`src/rtl/uart_pkg.sv`:
```
// Purpose : shared types for the UART transmit/receive blocks.
// Latency : n/a (types and helpers only).
// Backpres: n/a.
package uart_pkg;

    // Parity select as presented on the configuration port; code 3 also means none.
    typedef enum logic [1:0] {
        PAR_NONE = 2'd0,
        PAR_EVEN = 2'd1,
        PAR_ODD  = 2'd2
    } par_mode_e;

    typedef enum logic [2:0] {
        ST_IDLE   = 3'd0,
        ST_START  = 3'd1,
        ST_DATA   = 3'd2,
        ST_PARITY = 3'd3,
        ST_STOP   = 3'd4
    } tx_state_e;

    // True when a parity bit is inserted into the frame.
    function automatic logic par_active(input logic [1:0] mode);
        return (mode == PAR_EVEN) || (mode == PAR_ODD);
    endfunction

endpackage

```
`src/rtl/uart_fifo.sv`:
```
// Purpose : generic synchronous FIFO (push/pop/full/empty/level), shared by UART tx and rx.
// Latency : a pushed word is visible at pop_dat one cycle after the push edge.
// Backpres: push ignored while full, pop ignored while empty; level never exceeds DEPTH.
// Ports   : core_clk/arst_n clock and async active-low reset; push/push_dat write side;
//           pop/pop_dat read side (pop_dat is the head word); full, empty, level status.
module uart_fifo #(
    parameter int DWIDTH = 8,
    parameter int DEPTH  = 4
) (
    input  logic                       core_clk,
    input  logic                       arst_n,
    input  logic                       push,
    input  logic [DWIDTH-1:0]          push_dat,
    input  logic                       pop,
    output logic [DWIDTH-1:0]          pop_dat,
    output logic                       full,
    output logic                       empty,
    output logic [$clog2(DEPTH+1)-1:0] level
);

    localparam int AW = $clog2(DEPTH);
    localparam int LW = $clog2(DEPTH + 1);

    logic [DWIDTH-1:0] mem [DEPTH];
    logic [AW-1:0]     wr_ptr;
    logic [AW-1:0]     rd_ptr;
    logic              do_push;
    logic              do_pop;

    assign full    = (level == LW'(DEPTH));
    assign empty   = (level == '0);
    assign do_push = push && !full;
    assign do_pop  = pop && !empty;
    assign pop_dat = mem[rd_ptr];

    // DEPTH is a power of two, so the pointers wrap on their own.
    always_ff @(posedge core_clk or negedge arst_n) begin
        if (!arst_n) begin
            wr_ptr <= '0;
            rd_ptr <= '0;
            level  <= '0;
        end else begin
            if (do_push) begin
                wr_ptr <= wr_ptr + 1'b1;
            end
            if (do_pop) begin
                rd_ptr <= rd_ptr + 1'b1;
            end
            if (do_push && !do_pop) begin
                level <= level + 1'b1;
            end else if (do_pop && !do_push) begin
                level <= level - 1'b1;
            end
        end
    end

    // Storage needs no reset: pointers and level define what is valid.
    always_ff @(posedge core_clk) begin
        if (do_push) begin
            mem[wr_ptr] <= push_dat;
        end
    end

endmodule

```
`src/rtl/uart_tx_core.sv`:
```
// Purpose : UART transmitter: FIFO-buffered words framed as start/data/parity/stop on tx_o.
// Latency : word accepted into an idle, empty core with en_i=1 starts its start bit one edge later.
// Backpres: ready_o = FIFO not full; frames run back to back while en_i=1 and words are queued.
// Ports   : main_clk_i/main_rst_an_i clock and async active-low reset; en_i, div_i, par_i,
//           stop2_i run-time config (sampled at frame start); data_i/valid_i/ready_o write stream;
//           tx_o serial line (idle high); busy_o activity flag; level_o FIFO fill level.
module uart_tx_core
    import uart_pkg::*;
#(
    parameter int DWIDTH   = 8,
    parameter int DEPTH    = 4,
    parameter int DIVWIDTH = 16
) (
    input  logic                       main_clk_i,
    input  logic                       main_rst_an_i,
    input  logic                       en_i,
    input  logic [DIVWIDTH-1:0]        div_i,
    input  logic [1:0]                 par_i,
    input  logic                       stop2_i,
    input  logic [DWIDTH-1:0]          data_i,
    input  logic                       valid_i,
    output logic                       ready_o,
    output logic                       tx_o,
    output logic                       busy_o,
    output logic [$clog2(DEPTH+1)-1:0] level_o
);

    localparam int IW = $clog2(DWIDTH);

    logic [DWIDTH-1:0]   head_dat;
    logic                fifo_full;
    logic                fifo_empty;
    logic                pop;
    logic                start_ok;
    logic                bit_end;
    logic                frame_end;

    tx_state_e           state;
    logic [DIVWIDTH-1:0] baud_cnt;
    logic [DIVWIDTH-1:0] div_q;
    logic [IW-1:0]       bit_idx;
    logic [DWIDTH-1:0]   shift_q;
    logic                par_en_q;
    logic                par_bit_q;
    logic                stop2_q;
    logic                stop_second;
    logic                tx_q;

    uart_fifo #(
        .DWIDTH (DWIDTH),
        .DEPTH  (DEPTH)
    ) u_fifo (
        .core_clk (main_clk_i),
        .arst_n   (main_rst_an_i),
        .push     (valid_i),
        .push_dat (data_i),
        .pop      (pop),
        .pop_dat  (head_dat),
        .full     (fifo_full),
        .empty    (fifo_empty),
        .level    (level_o)
    );

    assign ready_o   = !fifo_full;
    assign start_ok  = en_i && !fifo_empty;
    assign bit_end   = (baud_cnt == '0);
    assign frame_end = (state == ST_STOP) && bit_end && (!stop2_q || stop_second);
    // A new frame starts from idle, or straight out of the last stop bit with no gap.
    assign pop       = start_ok && ((state == ST_IDLE) || frame_end);

    // Both terms are registered and the state never passes through IDLE between
    // back-to-back frames, so busy_o stays high across frame boundaries.
    assign busy_o    = (state != ST_IDLE) || (level_o != '0);
    assign tx_o      = tx_q;

    always_ff @(posedge main_clk_i or negedge main_rst_an_i) begin
        if (!main_rst_an_i) begin
            state       <= ST_IDLE;
            baud_cnt    <= '0;
            div_q       <= '0;
            bit_idx     <= '0;
            shift_q     <= '0;
            par_en_q    <= 1'b0;
            par_bit_q   <= 1'b0;
            stop2_q     <= 1'b0;
            stop_second <= 1'b0;
            tx_q        <= 1'b1;
        end else if (pop) begin
            // Frame start: capture word and configuration for the whole frame.
            state       <= ST_START;
            tx_q        <= 1'b0;
            baud_cnt    <= div_i;
            div_q       <= div_i;
            shift_q     <= head_dat;
            par_en_q    <= par_active(par_i);
            par_bit_q   <= (^head_dat) ^ (par_i == PAR_ODD);
            stop2_q     <= stop2_i;
            stop_second <= 1'b0;
            bit_idx     <= '0;
        end else if (state != ST_IDLE) begin
            if (!bit_end) begin
                baud_cnt <= baud_cnt - 1'b1;
            end else begin
                baud_cnt <= div_q;
                case (state)
                    ST_START: begin
                        state <= ST_DATA;
                        tx_q  <= shift_q[0];
                    end
                    ST_DATA: begin
                        if (bit_idx == IW'(DWIDTH - 1)) begin
                            if (par_en_q) begin
                                state <= ST_PARITY;
                                tx_q  <= par_bit_q;
                            end else begin
                                state <= ST_STOP;
                                tx_q  <= 1'b1;
                            end
                        end else begin
                            bit_idx <= bit_idx + 1'b1;
                            shift_q <= shift_q >> 1;
                            tx_q    <= shift_q[1];
                        end
                    end
                    ST_PARITY: begin
                        state <= ST_STOP;
                        tx_q  <= 1'b1;
                    end
                    ST_STOP: begin
                        stop_second <= 1'b1;
                        if (frame_end) begin
                            state <= ST_IDLE;
                        end
                    end
                    default: begin
                        state <= ST_IDLE;
                    end
                endcase
            end
        end
    end

endmodule

```
`config.mk`:
```
export PLATFORM = sky130hd
export DESIGN_NAME = uart_tx_core
export DESIGN_NICKNAME = d
export VERILOG_FILES = /design/src/rtl/uart_pkg.sv /design/src/rtl/uart_fifo.sv /design/src/rtl/uart_tx_core.sv
export SDC_FILE = /design/constraint.sdc
export NUM_CORES = 1
export LEC_CHECK = 0
export ABC_AREA = 1
export BUFFER_PORTS_ARGS = -buffer_cell sky130_fd_sc_hd__buf_2
export CAP_MARGIN = 0
export CELL_PAD_IN_SITES_DETAIL_PLACEMENT = 1
export CELL_PAD_IN_SITES_GLOBAL_PLACEMENT = 1
export CORE_MARGIN = 2
export CORE_UTILIZATION = 40
export DETAILED_ROUTE_END_ITERATION = 16
export PLACE_DENSITY_LB_ADDON = 0.1
export SYNTH_ARGS = -nofsm -noshare
export SYNTH_HDL_FRONTEND = slang
export SYNTH_SLANG_ARGS = --single-unit
```
`constraint.sdc`:
```
create_clock -name main_clk_i -period 3.2 [get_ports main_clk_i]
set_clock_uncertainty 0.05 [all_clocks]
set_input_delay 0.32 -clock main_clk_i [delete_from_list [all_inputs] [get_ports main_clk_i]]
set_output_delay 0.32 -clock main_clk_i [all_outputs]
set_load 0.01 [all_outputs]
```
# Word level (Yosys, flattened, before mapping)
# Memories as Yosys holds them, arrays and structs flattened.
# Cells that the tools add are included.
dict set report totals {
  in_bits 31
  ff_bits 58
  elab_cells 99
  memories 1
  ram_bits 32
  out_inout_bits 6
}
dict set report op_classes {
  add_sub_neg 6
  reduce_logical 33
  eq_ne 11
  n_mux 34
  bitwise 1
}
# name words word_bits read_ports rd_ports_with_merged_regs wr line_no
set memory_table {}
lappend memory_table {u_fifo.mem 4 8 1 0 1 uart_fifo.sv:24} ;# logic [DWIDTH-1:0] mem [DEPTH];
# operator count
set op_table {}
lappend op_table {{2-to-1 mux 16 bit} 3}
lappend op_table {{2-to-1 mux 8 bit} 5}
lappend op_table {{2-to-1 mux 3 bit} 13}
lappend op_table {{zero test 16 bit} 1}
lappend op_table {{subtractor 16 x 1 -> 16 bit, second input constant} 1}
lappend op_table {{one-hot mux 3 bit (4 select lines)} 1}
lappend op_table {{2-to-1 mux 1 bit} 11}
lappend op_table {{nonzero test 2 bit} 5}
lappend op_table {{equality test 3 bit, second input constant} 3}
lappend op_table {{logical AND 1 bit} 8}
lappend op_table {{AND reduction 4 bit} 2}
lappend op_table {{XOR reduction 8 bit} 1}
lappend op_table {{adder 3 x 1 -> 3 bit, second input constant} 2}
lappend op_table {{equality test 3 x 2 -> 1 bit, second input constant} 2}
lappend op_table {{zero test 3 bit} 2}
lappend op_table {{!= test 3 x 2 -> 1 bit, second input constant} 2}
lappend op_table {{AND reduction 3 bit} 2}
lappend op_table {{nonzero test 3 bit} 2}
lappend op_table {{zero test 1 bit} 5}
lappend op_table {{adder 2 x 1 -> 2 bit, second input constant} 2}
lappend op_table {{logical OR 1 bit} 4}
lappend op_table {{nonzero test 4 bit} 1}
lappend op_table {{equality test 3 x 1 -> 1 bit, second input constant} 1}
lappend op_table {{one-hot mux 1 bit (3 select lines)} 1}
lappend op_table {{other kinds (5)} 5}

# Depth between registers and ports, before layout
dict set report logic_depth {
  depth_word 9
  mapped_depth 16
  depth_no_buf 15
}

# Cells and area by module
# From an unflattened synthesis, not the netlist that was laid out.
dict set report unflattened {
  hier_cells 603
  hier_area_um2 4839.6
}
# mod cells_per_inst area_per_inst_um2 instances seq_area_each_um2
set modules_own_cells {}
lappend modules_own_cells {uart_tx_core 449 3105.5 1 1277.5}
lappend modules_own_cells {uart_fifo 154 1734.2 1 1136.1}

# Worst setup path before layout
# Ideal clock, no wire load.
dict set report synth_path {
  path_kind {register -> register}
  start {register baud_cnt[0]}
  end {register u_fifo.level[2]}
  t_required_ns 3.019
  t_arrival_ns 2.307
  synth_period_minus_slack_ns 2.488
  n_path_buf 1
  path_slack_ns 0.712
  stages_incl_launch_ff 17
  setup_ns 0.131
  path_cell_list {dfrtp_1 inv_1 ha_1 nand3_4 nor2_4 nand2_4 inv_4 nand3_2 nand2_2 nand2_4 buf_2 ha_1 inv_1 fa_1 a21oi_1 o21ai_0 xor2_1}
}
dict set report synth_between {
  elab_chain_cells 9
  elab_cells_between_ends 11
  cone_classes {mux (1); reduce/logical (10)}
}
# item line_no
set synth_rtl {}
lappend synth_rtl {{start, declared} uart_tx_core.sv:39} ;# logic [DIVWIDTH-1:0] baud_cnt;
lappend synth_rtl {{start signal, assigned} uart_tx_core.sv:92} ;# baud_cnt <= div_i;
lappend synth_rtl {{start signal, assigned} uart_tx_core.sv:102} ;# baud_cnt <= baud_cnt - 1'b1;
lappend synth_rtl {{start signal, assigned} uart_tx_core.sv:104} ;# baud_cnt <= div_q;
lappend synth_rtl {{zero test 16 bit (*)} uart_tx_core.sv:66} ;# assign bit_end = (baud_cnt == '0);
lappend synth_rtl {{logical AND 1 bit (*) (2 in a row)} uart_tx_core.sv:67} ;# assign frame_end = (state == ST_STOP) && bit_end && (!stop2_q || stop_second);
lappend synth_rtl {{logical OR 1 bit (*)} uart_tx_core.sv:69} ;# assign pop = start_ok && ((state == ST_IDLE) || frame_end);
lappend synth_rtl {{logical AND 1 bit (*)} uart_tx_core.sv:69}
lappend synth_rtl {{logical AND 1 bit (*)} uart_fifo.sv:33} ;# assign do_pop = pop && !empty;
lappend synth_rtl {{zero test 1 bit} uart_fifo.sv:49} ;# if (do_push && !do_pop) begin
lappend synth_rtl {{logical AND 1 bit} uart_fifo.sv:49}
lappend synth_rtl {{2-to-1 mux 3 bit or nonzero test 2 bit (tied branches)} --}
lappend synth_rtl {{end signal, assigned} uart_fifo.sv:50} ;# level <= level + 1'b1;
lappend synth_rtl {{end signal, assigned} uart_fifo.sv:52} ;# level <= level - 1'b1;
lappend synth_rtl {{end, declared} uart_fifo.sv:18} ;# output logic [$clog2(DEPTH+1)-1:0] level
# Every way passes the cells marked *; elsewhere a longest branch is shown, timed or not.
# A chain may end at the register's enable or synchronous reset.

# Final worst setup path
# Ends and elaborated chain as after synthesis.

==> reports/qor.csv <==
stage,metric,value,unit
layout,nNetsFinal,635,
power,power.total,5.52,mW
cts,clock-sinks,90,
place,dpl-instance-area,5050,sq um
yosys,synth_edf_count,32,
global_route,antenna_found_initial,0,
floorplanning,coreArea,11500,sq um
route,routed-via-count,3760,
cts,cts_resized,0,
layout,post-route-util,46.6,%
sta,clock.fmax,0.373,GHz
worst_setup_path,crit_required,3370,ps
place,place_hpwl,8290,microns
worst_setup_path,reg2regPathDepth,15,
yosys,yosysSeqAreaShare,50.9,%
worst_setup_path,cpMaxStageDelayCell,fa_1,
sta,relSlewSlack,45.8,%
yosys,syn_area_per_cell,8.55,sq um
yosys,synth_cells,555,
yosys,yosysTopAreaCell,dfrtp_1,
route,drc_errors,4,
worst_setup_path,end_kind,flop,
yosys,yosys_register_bits,90,
cts,cts.clk_slew.worst_paths,70,ps
route,drtIter0Drc,175,
sta,fin_setup_tns,0,ps
worst_setup_path,cpPeakStageDelay,390,ps
run_status,violations,DRC,
place,post-place-ws,533,ps
route,wl_per_cell,15.1,microns
global_route,grt_pass1_wl,19400,microns
worst_setup_path,cp-start-kind,flop,
worst_setup_path,worst-path-buf-inv,3,
cts,clock_latency,350,ps
yosys,yosys_warnings,0,
layout,n_antenna_cell,0,
cts,post_cts_buffers,0,
worst_setup_path,path_delay_family,adder cells,
yosys,synth.distinct_cells,43,
floorplanning,die_x,113,microns
sta,slew_viol_final,0,
global_route,grt_pass1_vias,4089,
place,gp_congestion,0.798,
cts,cts_buffer_depth,2,
route,routed_wirelength,11200,microns
place,numPortBuffers,36,
cts,hold_buffers,1,
floorplanning,io_pins,37,
power,ir_drop,0.343,mV
worst_hold_path,hold_depth,3,
yosys,synth.area.top_cells,"dfrtp_1, edfxtp_1, nand2_1",
sta,fin_crit_sh,83.9,%
sta,finalCriticalPeriod,2680,ps
yosys,syn-cell-area,4750,sq um
route,via_per_inst,5.07,
floorplanning,row_count,39,
floorplanning,fp.dieH,113,microns
worst_setup_path,cp_max_fo,21,
sta,finalHoldViolations,0,
cts,cts_made_buffers,9,
cts,cts-root-buf,clkbuf_16,
yosys,syn_nets,596,
yosys,netlist.area_leader.share,30.1,%
cts,cts_tree,done,
global_route,overflow,0,
run_status,status,"finished, violations left",
worst_setup_path,crit_chain,inv_1 > ha_1 > nand3_4 > nor2_4 > nand2_4 > inv_4 > nand3_2 > nand2_2 > nand2_4 > ha_1 > inv_1 > fa_1 > a21oi_1 > o21ai_0 > xor2_1,
yosys,synth_flop_cell,dfrtp_1,
worst_hold_path,hold_class,input port to flop,
sta,setup_viol,0,
worst_setup_path,criticalPathCategory,flop to flop,
power,powerDensity,1030,nW/um^2
worst_setup_path,cp_data_arrival_time,2860,ps
layout,drive_above_1_share,17.2,%
route,firstDrtPassIters,10,
layout,area_delta_synth_final,13.1,%
sta,tightestPinTransition,810,ps
cts,htreeDepth,3,
sta,rsz0062_at_grt,no,
yosys,synth.most_common_cell,nand2_1,
yosys,synth_commonest_cells,"nand2_1, inv_1, dfrtp_1",
global_route,grt_max_degree,36,
run,cap_violations,0,
layout,fin_area,5370,sq um
sta,worst_slack,516,ps
power,p_leak,2.58,nW
global_route,track_usage,19.3,%
yosys,async_flop_share,64.4,%
route,final_antenna_net_count,0,
floorplanning,initial_core_util,41.2,%
floorplanning,die-area,12800,sq um
worst_setup_path,critical_path_depth,15,
where the power goes:
part,switching [mW],leakage [nW],internal (mW)
combinational,1.65,1.42,0.837
clock,0.456,0.150,0.679
sequential,0.265,1.00,1.64
total,2.37,2.58,3.15
flip-flops by register name, indices dropped and copies added, names as in the netlist:
register / count
par_en_q: 1
tx_o: 1
stop2_q: 1
par_bit_q: 1
div_q: 16
u_fifo.level: 3
u_fifo.rd_ptr: 2
shift_q: 8
state: 3
baud_cnt: 16
stop_second: 1
u_fifo.mem: 32
u_fifo.wr_ptr: 2
bit_idx: 3
cell families after synthesis:
| logic type | after synthesis | synth area share, % |
|---|---|---|
| AOI/OAI and AO/OA | 70 | 8.99 |
| buffers and inverters | 81 | 7.57 |
| adders and majority gates | 10 | 2.79 |
| xor gates and xnor gates | 12 | 2.21 |
| and+or+nand+nor | 292 | 27.6 |
| DFF | 90 | 50.9 |
layer usage:
metal	wire [microns]	part of all wire (%)	GRT usage [%]	vias up
met5	0	0	0	-
met4	180	1.6	7.24	0
met3	265	2.4	3.16	10
met2	5570	50	33.8	34
met1	5170	46	24.0	1839
li1	-	-	-	1877
stage by stage:
step	hold WS, ps	cells
after floorplan	-25.6	555
after global placement	315	725
after detailed placement	319	725
after CTS	121	742
after global routing	136	742
final	126	742
cells in the final DEF (no fill, tap or decap), drive strengths merged, types with 6 or more instances in the layout:
master  netlist  layout
nor2         38      38
dfrtp        57      57
nand3        51      51
nand4         6       6
edfxtp       32      32
clkbuf        2      10
xor2          8       8
inv          65      65
buf          13      42
o21ai        46      46
nand2       192     192
ha            9       9
a21oi        13      13
layout make-up:
cell class                      count  area [sq um]
Clock inverter                      6          81.3
Fill cell                        1408          6150
Clock buffer                       10           229
Timing Repair Buffer               43           235
Tap cell                          143           179
Sequential cell                    90          2410
Inverter                           66           255
Multi-Input combinational cell    384          1970
worst reg2reg max path: cells and delay by family, from the launching register on:
family | cells | cell delay (ps)
adders and majority gates | 3 | 840
buffers and inverters | 3 | 210
AOI/OAI and AO/OA | 2 | 250
xor gates and xnor gates | 1 | 150
and+or+nand+nor | 6 | 700
DFF | 1 | 360
path summary, 6_finish.rpt:
| path | from | endpoint | slack [ps] |
|---|---|---|---|
| min in group asynchronous | main_rst_an_i | div_q[14] | 460 |
| max in group asynchronous | main_rst_an_i | u_fifo.level[1] | 1740 |
| hold / removal | stop2_i | stop2_q | 130 |
| setup / recovery | baud_cnt[0] | u_fifo.level[2] | 520 |
| setup reg to reg | baud_cnt[0] | u_fifo.level[2] | 520 |
| hold reg to reg | div_q[8] | div_q[8] | 430 |
Note: power is estimated with default switching activity, not from simulation.
